File: config.mk
export PLATFORM = sky130hd
export DESIGN_NAME = aes_round_sched
export DESIGN_NICKNAME = d
export VERILOG_FILES = /design/src/rtl/aes_round_sched.sv
export SDC_FILE = /design/constraint.sdc
export NUM_CORES = 2
export LEC_CHECK = 0
export BUFFER_PORTS_ARGS = -buffer_cell sky130_fd_sc_hd__buf_2
export CORE_UTILIZATION = 50
export DETAILED_ROUTE_END_ITERATION = 7
export PLACE_DENSITY = 0.7
export SYNTH_ARGS = -nofsm -noshare
export SYNTH_HDL_FRONTEND = slang
export SYNTH_SLANG_ARGS = --single-unit
File: constraint.sdc
create_clock -name clk -period 25.1 [get_ports clk]
set_input_delay 2.51 -clock clk [delete_from_list [all_inputs] [get_ports clk]]
set_output_delay 2.51 -clock clk [all_outputs]
set_load 0.03 [all_outputs]
File: src/rtl/aes_round_sched.sv
// Key-schedule / round sequencer for an iterative AES datapath.
// Optional handshake counter port blk_cnt is built when AES_SCHED_CNT_EN is defined.
module aes_round_sched #(
  parameter int NROUNDS = 14,
  parameter int KEY_W   = 128
) (
  input  logic             clk,
  input  logic             n_rst,
  input  logic             key_req,
  input  logic             key_sel,
  output logic             key_ack,
  output logic             d_tk,
  input  logic             ks_load,
  input  logic [3:0]       ks_round,
  input  logic [KEY_W-1:0] ks_out,
  input  logic             blk_valid,
  output logic             blk_ready,
  output logic             dp_load,
  output logic             dp_round_en,
  output logic [3:0]       dp_round_num,
  output logic             dp_final,
  output logic [KEY_W-1:0] dp_key,
  output logic             out_valid,
  input  logic             out_ready
`ifdef AES_SCHED_CNT_EN
  , output logic [15:0]    blk_cnt
`endif
);

  typedef enum logic [2:0] {
    IDLE = 3'd0,
    FLIP = 3'd1,
    KEXP = 3'd2,
    RUN  = 3'd3,
    DONE = 3'd4
  } state_t;

  localparam logic [3:0] LAST_RND = 4'(NROUNDS);

  state_t           state_r, state_s;
  logic             d_tk_r, d_tk_s;
  logic             keys_valid_r, keys_valid_s;
  logic             cur_sel_r, cur_sel_s;
  logic             kstart_r, kstart_s;
  logic             key_ack_r, key_ack_s;
  logic [3:0]       rnd_r, rnd_s;
  logic             dp_load_r, dp_load_s;
  logic             dp_round_en_r, dp_round_en_s;
  logic [3:0]       dp_round_num_r, dp_round_num_s;
  logic             dp_final_r, dp_final_s;
  logic [KEY_W-1:0] dp_key_r, dp_key_s;
  logic             out_valid_r, out_valid_s;
  logic             accept_s, capture_s;
  logic [KEY_W-1:0] rk_r [0:NROUNDS];

  assign blk_ready = (state_r == IDLE) & keys_valid_r & ~key_req;
  assign accept_s  = blk_valid & blk_ready;
  // A stream only counts once it has restarted at round 0 inside KEXP.
  assign capture_s = (state_r == KEXP) & ks_load & (ks_round <= LAST_RND) &
                     (kstart_r | (ks_round == 4'd0));

  // Next-state and next-output decode.
  always_comb begin
    state_s        = state_r;
    d_tk_s         = d_tk_r;
    keys_valid_s   = keys_valid_r;
    cur_sel_s      = cur_sel_r;
    kstart_s       = kstart_r;
    key_ack_s      = 1'b0;
    rnd_s          = rnd_r;
    dp_load_s      = 1'b0;
    dp_round_en_s  = 1'b0;
    dp_round_num_s = 4'd0;
    dp_final_s     = 1'b0;
    dp_key_s       = {KEY_W{1'b0}};
    out_valid_s    = 1'b0;
    case (state_r)
      IDLE: begin
        if (key_req) begin
          if (keys_valid_r && (key_sel == cur_sel_r)) begin
            key_ack_s = 1'b1;
          end else if (key_sel != d_tk_r) begin
            d_tk_s       = ~d_tk_r;
            keys_valid_s = 1'b0;
            cur_sel_s    = key_sel;
            kstart_s     = 1'b0;
            state_s      = KEXP;
          end else begin
            // Same level requested: toggle away now, toggle back in FLIP.
            d_tk_s       = ~d_tk_r;
            keys_valid_s = 1'b0;
            cur_sel_s    = key_sel;
            state_s      = FLIP;
          end
        end else if (accept_s) begin
          dp_load_s = 1'b1;
          dp_key_s  = rk_r[0];
          rnd_s     = 4'd1;
          state_s   = RUN;
        end else begin
          state_s = IDLE;
        end
      end
      FLIP: begin
        if (ks_load) begin
          d_tk_s   = ~d_tk_r;
          kstart_s = 1'b0;
          state_s  = KEXP;
        end else begin
          state_s = FLIP;
        end
      end
      KEXP: begin
        if (capture_s && (ks_round == LAST_RND)) begin
          keys_valid_s = 1'b1;
          key_ack_s    = 1'b1;
          kstart_s     = 1'b0;
          state_s      = IDLE;
        end else if (capture_s) begin
          kstart_s = 1'b1;
        end else begin
          kstart_s = kstart_r;
        end
      end
      RUN: begin
        dp_round_en_s  = 1'b1;
        dp_round_num_s = rnd_r;
        dp_key_s       = rk_r[rnd_r];
        if (rnd_r == LAST_RND) begin
          dp_final_s = 1'b1;
          state_s    = DONE;
        end else begin
          rnd_s = rnd_r + 4'd1;
        end
      end
      DONE: begin
        if (out_valid_r && out_ready) begin
          state_s = IDLE;
        end else begin
          out_valid_s = 1'b1;
        end
      end
      default: begin
        state_s = IDLE;
      end
    endcase
  end

  // Control and output registers.
  always_ff @(posedge clk) begin
    if (!n_rst) begin
      state_r        <= IDLE;
      d_tk_r         <= 1'b0;
      keys_valid_r   <= 1'b0;
      cur_sel_r      <= 1'b0;
      kstart_r       <= 1'b0;
      key_ack_r      <= 1'b0;
      rnd_r          <= 4'd0;
      dp_load_r      <= 1'b0;
      dp_round_en_r  <= 1'b0;
      dp_round_num_r <= 4'd0;
      dp_final_r     <= 1'b0;
      dp_key_r       <= {KEY_W{1'b0}};
      out_valid_r    <= 1'b0;
    end else begin
      state_r        <= state_s;
      d_tk_r         <= d_tk_s;
      keys_valid_r   <= keys_valid_s;
      cur_sel_r      <= cur_sel_s;
      kstart_r       <= kstart_s;
      key_ack_r      <= key_ack_s;
      rnd_r          <= rnd_s;
      dp_load_r      <= dp_load_s;
      dp_round_en_r  <= dp_round_en_s;
      dp_round_num_r <= dp_round_num_s;
      dp_final_r     <= dp_final_s;
      dp_key_r       <= dp_key_s;
      out_valid_r    <= out_valid_s;
    end
  end

  // Round-key buffer; contents are meaningless until keys_valid.
  always_ff @(posedge clk) begin
    if (capture_s) begin
      rk_r[ks_round] <= ks_out;
    end
  end

`ifdef AES_SCHED_CNT_EN
  logic [15:0] blk_cnt_r;

  // Saturating count of output handshakes.
  always_ff @(posedge clk) begin
    if (!n_rst) begin
      blk_cnt_r <= 16'd0;
    end else if (out_valid_r && out_ready && (blk_cnt_r != 16'hFFFF)) begin
      blk_cnt_r <= blk_cnt_r + 16'd1;
    end else begin
      blk_cnt_r <= blk_cnt_r;
    end
  end

  assign blk_cnt = blk_cnt_r;
`endif

  assign key_ack      = key_ack_r;
  assign d_tk         = d_tk_r;
  assign dp_load      = dp_load_r;
  assign dp_round_en  = dp_round_en_r;
  assign dp_round_num = dp_round_num_r;
  assign dp_final     = dp_final_r;
  assign dp_key       = dp_key_r;
  assign out_valid    = out_valid_r;

endmodule
# [Word-level counts from Yosys, hierarchy flattened]
# Memory sizes are Yosys's and may differ from the RTL's. A register that Yosys moved wholly into a read port is not among the register bits.
# Index checks and enable logic that the tools add are counted.
[word_totals] word_cells=109 inputBits=139 ff_bits=148 output_inout_bits=139 memories=1 mem_bits_rw=1920
[memory_table] memory="rk_r" words=15 width=128 rd=2 rd_ports_with_merged_regs=1 write_ports=1 line_no="54" text="logic [KEY_W-1:0] rk_r [0:NROUNDS];"
[classes] n_addsub=1 bitwise=12 n_lt_le_gt_ge=1 eq_ne=20 reduce_logical=18 n_mux=43
[op_table] cell="$mux W128" n=2
[op_table] cell="$pmux W128 S2" n=1
[op_table] cell="$mux W1" n=21
[op_table] cell="$mux W4" n=5
[op_table] cell="$ne A2 B2 Y1 const B" n=8
[op_table] cell="$reduce_and A4 Y1" n=4
[op_table] cell="$mux W3" n=5
[op_table] cell="$pmux W3 S5" n=1
[op_table] cell="$eq A4 B4 Y1 const B" n=2
[op_table] cell="$pmux W4 S2" n=1
[op_table] cell="$and A1 B1 Y1" n=6
[op_table] cell="$eq A3 B2 Y1 const B" n=2
[op_table] cell="$mux W2" n=3
[op_table] cell="$pmux W1 S2" n=3
[op_table] cell="$reduce_and A6 Y1" n=1
[op_table] cell="$reduce_bool A2 Y1" n=3
[op_table] cell="$not A1 Y1" n=5
[op_table] cell="$add A4 B1 Y4 const B" n=1
[op_table] cell="$le A4 B4 Y1 const B" n=1
[op_table] cell="$logic_not A4 Y1" n=1
[op_table] cell="$ne A2 B1 Y1 const B" n=2
[op_table] cell="$reduce_and A2 Y1" n=2
[op_table] cell="$eq A3 B1 Y1 const B" n=1
[op_table] cell="$eq A3 B3 Y1 const B" n=1
[op_table] cell="other kinds (11)" n=13

# [Longest topological paths before layout]
[logic_depth] word_depth=9 ltp_mapped=8 mapped_depth_nobuf=6

# [Worst setup path after synthesis]
# Ideal clock, no wire load.
[synth_timing] kind="input-to-reg" from="in ks_round[1]" to="mem rk_r[2][0], enable pin" t_required_ns=24.326 setup_slack_ns=12.846 t_arrival_ns=11.481 path_buffers=0 cell_stages=3 setup_time_ns=0.774 cell_sequence="nor2b_1 -> nand4_1 -> nor3_1"
[synth_via] elab_chain_cells=5 word_cells_on_any_way=7 classes_between="order compare: 1; mux: 2; bitwise: 3; reduce/logical: 1"
[synth_rtl] element="start: declaration" line_no="14" text="input logic [3:0] ks_round,"
[synth_rtl] element="$le A4 B4 Y1 or $logic_not A4 Y1 (tied branches)" line_no="59, 60"
[synth_rtl] element="$and A1 B1 Y1 or $or A1 B1 Y1 (tied branches)" line_no="59, 60"
[synth_rtl] element="$and A1 B1 Y1" line_no="59" text="assign capture_s = (state_r == KEXP) & ks_load & (ks_round <= LAST_RND) &"
[synth_rtl] element="$mux W1" line_no="184" text="if (capture_s) begin"
[synth_rtl] element="$mux W1 (not written as such)" line_no="185" text="rk_r[ks_round] <= ks_out;"
[synth_rtl] element="end: declaration" line_no="54"
# Parallel ways exist; a longest one is shown, timed or not.

# [Final worst setup path]
[layout_timing] from="in key_req" to="out blk_ready"
[layout_via] elab_chain_cells=2
[layout_rtl] element="start: declaration" line_no="9" text="input logic key_req,"
[layout_rtl] element="$not A1 Y1" line_no="56" text="assign blk_ready = (state_r == IDLE) & keys_valid_r & ~key_req;"
[layout_rtl] element="$and A1 B1 Y1" line_no="56"
[layout_rtl] element="end: declaration" line_no="17" text="output logic blk_ready,"
# Every way passes these cells.

==> results.md <==
* Outcome: complete, but fails checks
* Failing checks: design-rule violations
* Post-Synthesis Cell Area at 77,400 um2
* CTS Hold Bufs at 0
* VDD IR max at 0.0685 mV
* Family with the most delay on the worst path: buffers and inverters
* Seq cells post-synth at 2,072
* Initial antenna violation count at 40
* Worst endpoint required time at 22.59 ns
* CP dominant cell by count: buf_2
* Total grt overflow at 0
* I/O pin cnt at 278
* Prevailing post-synth register cell: edfxtp_1
* GRT Resource Usage Total at 22.7%
* Async S/R FF share, synth at 0%
* Slowest library cell on the worst path: and4_1
* Fin. Hold Viols at 0
* Remaining DRCs at 4
* RSZ-0062 raised after global routing: false
* First-pass GRT wire length at 257,000 um
* Worst-Margin Slew at 1.18 ns
* Final Max Slew Viols at 0
* Setup TNS at 0 ns
* Total CTS buffers at 200
* Pwr Total at 7.03 mW
* Nets at 4,190
* Leakage at 27.7 nW
* EDFF count, synth at 1,920
* Routed Antenna Nets at 0
* Routed vias/inst at 5.94
* Worst EP arrival at 3.12 ns
* Clock transition at the registers of the reported paths at 0.06 ns
* Final Setup Violations at 0
* DR pass1 iterations at 7
* Max incr delay on CP at 0.19 ns
* CTS tree: yes
* Share of the yosys chip area belonging to registers at around four fifths
* Crit path max fanout at 5
* Post_cts resized at 0
* Worst slack at placement at approximately 19 ns
* Worst setup margin at 19.47 ns
* Max-cap violations at 0
* Period utilization at 22.4%
* Post-CTS Setup Repair Bufs at 0
* Commonest cells after routing, fill and taps aside: edfxtp_1, mux4_2, buf_2
* Hold WS at between 0.4 and 0.5 ns
* Starting Density at between 50% and 60%
* Crit end category: primary output
* Syn avg cell area at 20.9 um2
* Clock Latency Late Sink at 0.86 ns
* Clock Sinks at 2,072
* Most common cell after layout, fill and taps aside: edfxtp_1
* Cells along the critical path: buf_2, inv_1, and4_1, buf_2
* Final GP Congestion at 0.745
* Fraction of layout cells with a size suffix above 1 at 25.2%
* Net Count, Synth at 3,853
* Skew final at about 0.04 ns
* Horiz. Die Dim at 396 um
* WL per Instance at ~28 um
* # H-tree levels at 4
* Fmax at 0.178 GHz
* Pwr per Cell Area at 80.2 nW/um2
* Buf/Inv on CP at 3
* Synth Warn # at 0
* Routed via count at 37,400
* Initial DRC Count at between 3,000 and 4,000
* Core area at 154,000 um2
* Worst-case clock buffer depth at 3
* DRT Wirelength at 177,000 um
* Pin count of the biggest net entering global routing at 151
* Buffers on Ports at 277
* Root Buffer Master: clkbuf_16
* Post-Synthesis Cells at 3,712
* R2r setup slk at about 20 ns
* Period minus WS final at 5.63 ns
* Vias in the first global route at about 38,000
* Die ar. at 156,000 um2
* Hold WC Path Type: reg2reg
* Die Y at slightly below 400 um
* Worst setup SP type: primary input
* Hpwl dp at 86,900 um
* Slew headroom at 21.2%
* Critical path class: in2out
* Row count at approximately 140
* Layout area overhead at 13.2%
* Yosys cell types at 55
[metrics by stage]
stage	utilization, %	cell area (um2)	std cells
after CTS	56.9	87600	6270
after global routing	57.0	87600	6280
after global placement	52.6	80900	5891
after detailed placement	52.6	80900	5891
final	57.0	87700	6289
after floorplan	-	77400	3712
[power by group]
| group | internal, mW | switching (mW) |
|---|---|---|
| sequential | 3.78 | 0.0131 |
| combinational | 0.101 | 0.134 |
| clock | 1.73 | 1.28 |
[cells in the mapped netlist (3+ instances only)]
cell      instances  share of area (%)
a21oi_1          20               0.13
a22oi_1         113                1.1
and2_1            4              0.032
and3_1            3              0.024
and4_1            4              0.045
buf_1             3              0.015
buf_2            79               0.51
buf_4            40               0.39
buf_6            30               0.44
clkbuf_1         54               0.26
dfxtp_1         152                3.9
edfxtp_1       1920                 74
inv_1             7              0.034
inv_2             3              0.015
mux2i_1         272                3.5
mux4_2          367                 11
nand2_1         266                1.3
nand2b_1         10              0.081
nand3_1           3              0.019
nand3b_1          3              0.029
nor2_1           21               0.10
nor2b_1           3              0.024
nor3_1            5              0.032
o211ai_1        113                1.1
o21ai_0         133               0.86
o221ai_1         16               0.18
o22ai_1          17               0.14
o31ai_1          11               0.11
o31ai_2           6              0.097
[registers in the layout, indices dropped and copies added (netlist names), named ones only]
name and count:
rk_r 1920, dp_key 128, dp_round_num 4, rnd_r 4, state_r 3, cur_sel_r 1, d_tk 1, dp_final 1
dp_load 1, dp_round_en 1, key_ack 1, keys_valid_r 1, kstart_r 1, out_valid 1
[tightest hold or removal path, stage by stage, from the launching register on]
cell	delay, ns
edfxtp_1	0.34
nand2_1	0.05
o31ai_1	0.06
[final cells by class]
class,count,area [um2]
antenna,19,47.5
clock buffer,278,5640
clock inverter,101,1080
fill,11300,66200
inverter,10,45.0
multi-input combinational,1422,15600
sequential,2072,60700
tap,2044,2560
timing repair buffer,343,1990
[metal layers]
metal	global-route usage, %	vias up	wire length [um]
met2	38.2	1298	89700
met5	0	-	145
li1	-	16000	-
met3	3.91	282	11600
met4	6.89	22	4300
met1	30.4	19800	71700
[final timing paths]
kind                     from          to  cells after the start
setup / recovery      key_req   blk_ready                      4
hold / removal    rk_r[0][70]  dp_key[70]                      2
setup reg to reg    flip-flop  dp_key[73]                      6
hold reg to reg   rk_r[0][70]  dp_key[70]                      2
[logic make-up (layout without fill, tap and decap cells)]
family	Yosys count	count (layout)	synth area share [%]
adder cells (fa/ha/maj)	2	2	0.0323
multiplexers	641	641	14.2
AND/OR/NAND/NOR	334	334	1.81
other	0	19	0
AO/OA/AOI/OAI	443	443	3.87
XOR/XNOR	2	2	0.0226
flip-flops	2072	2072	78.4
buffers and inverters	218	732	1.67
Note: power is estimated with default switching activity, not from simulation.
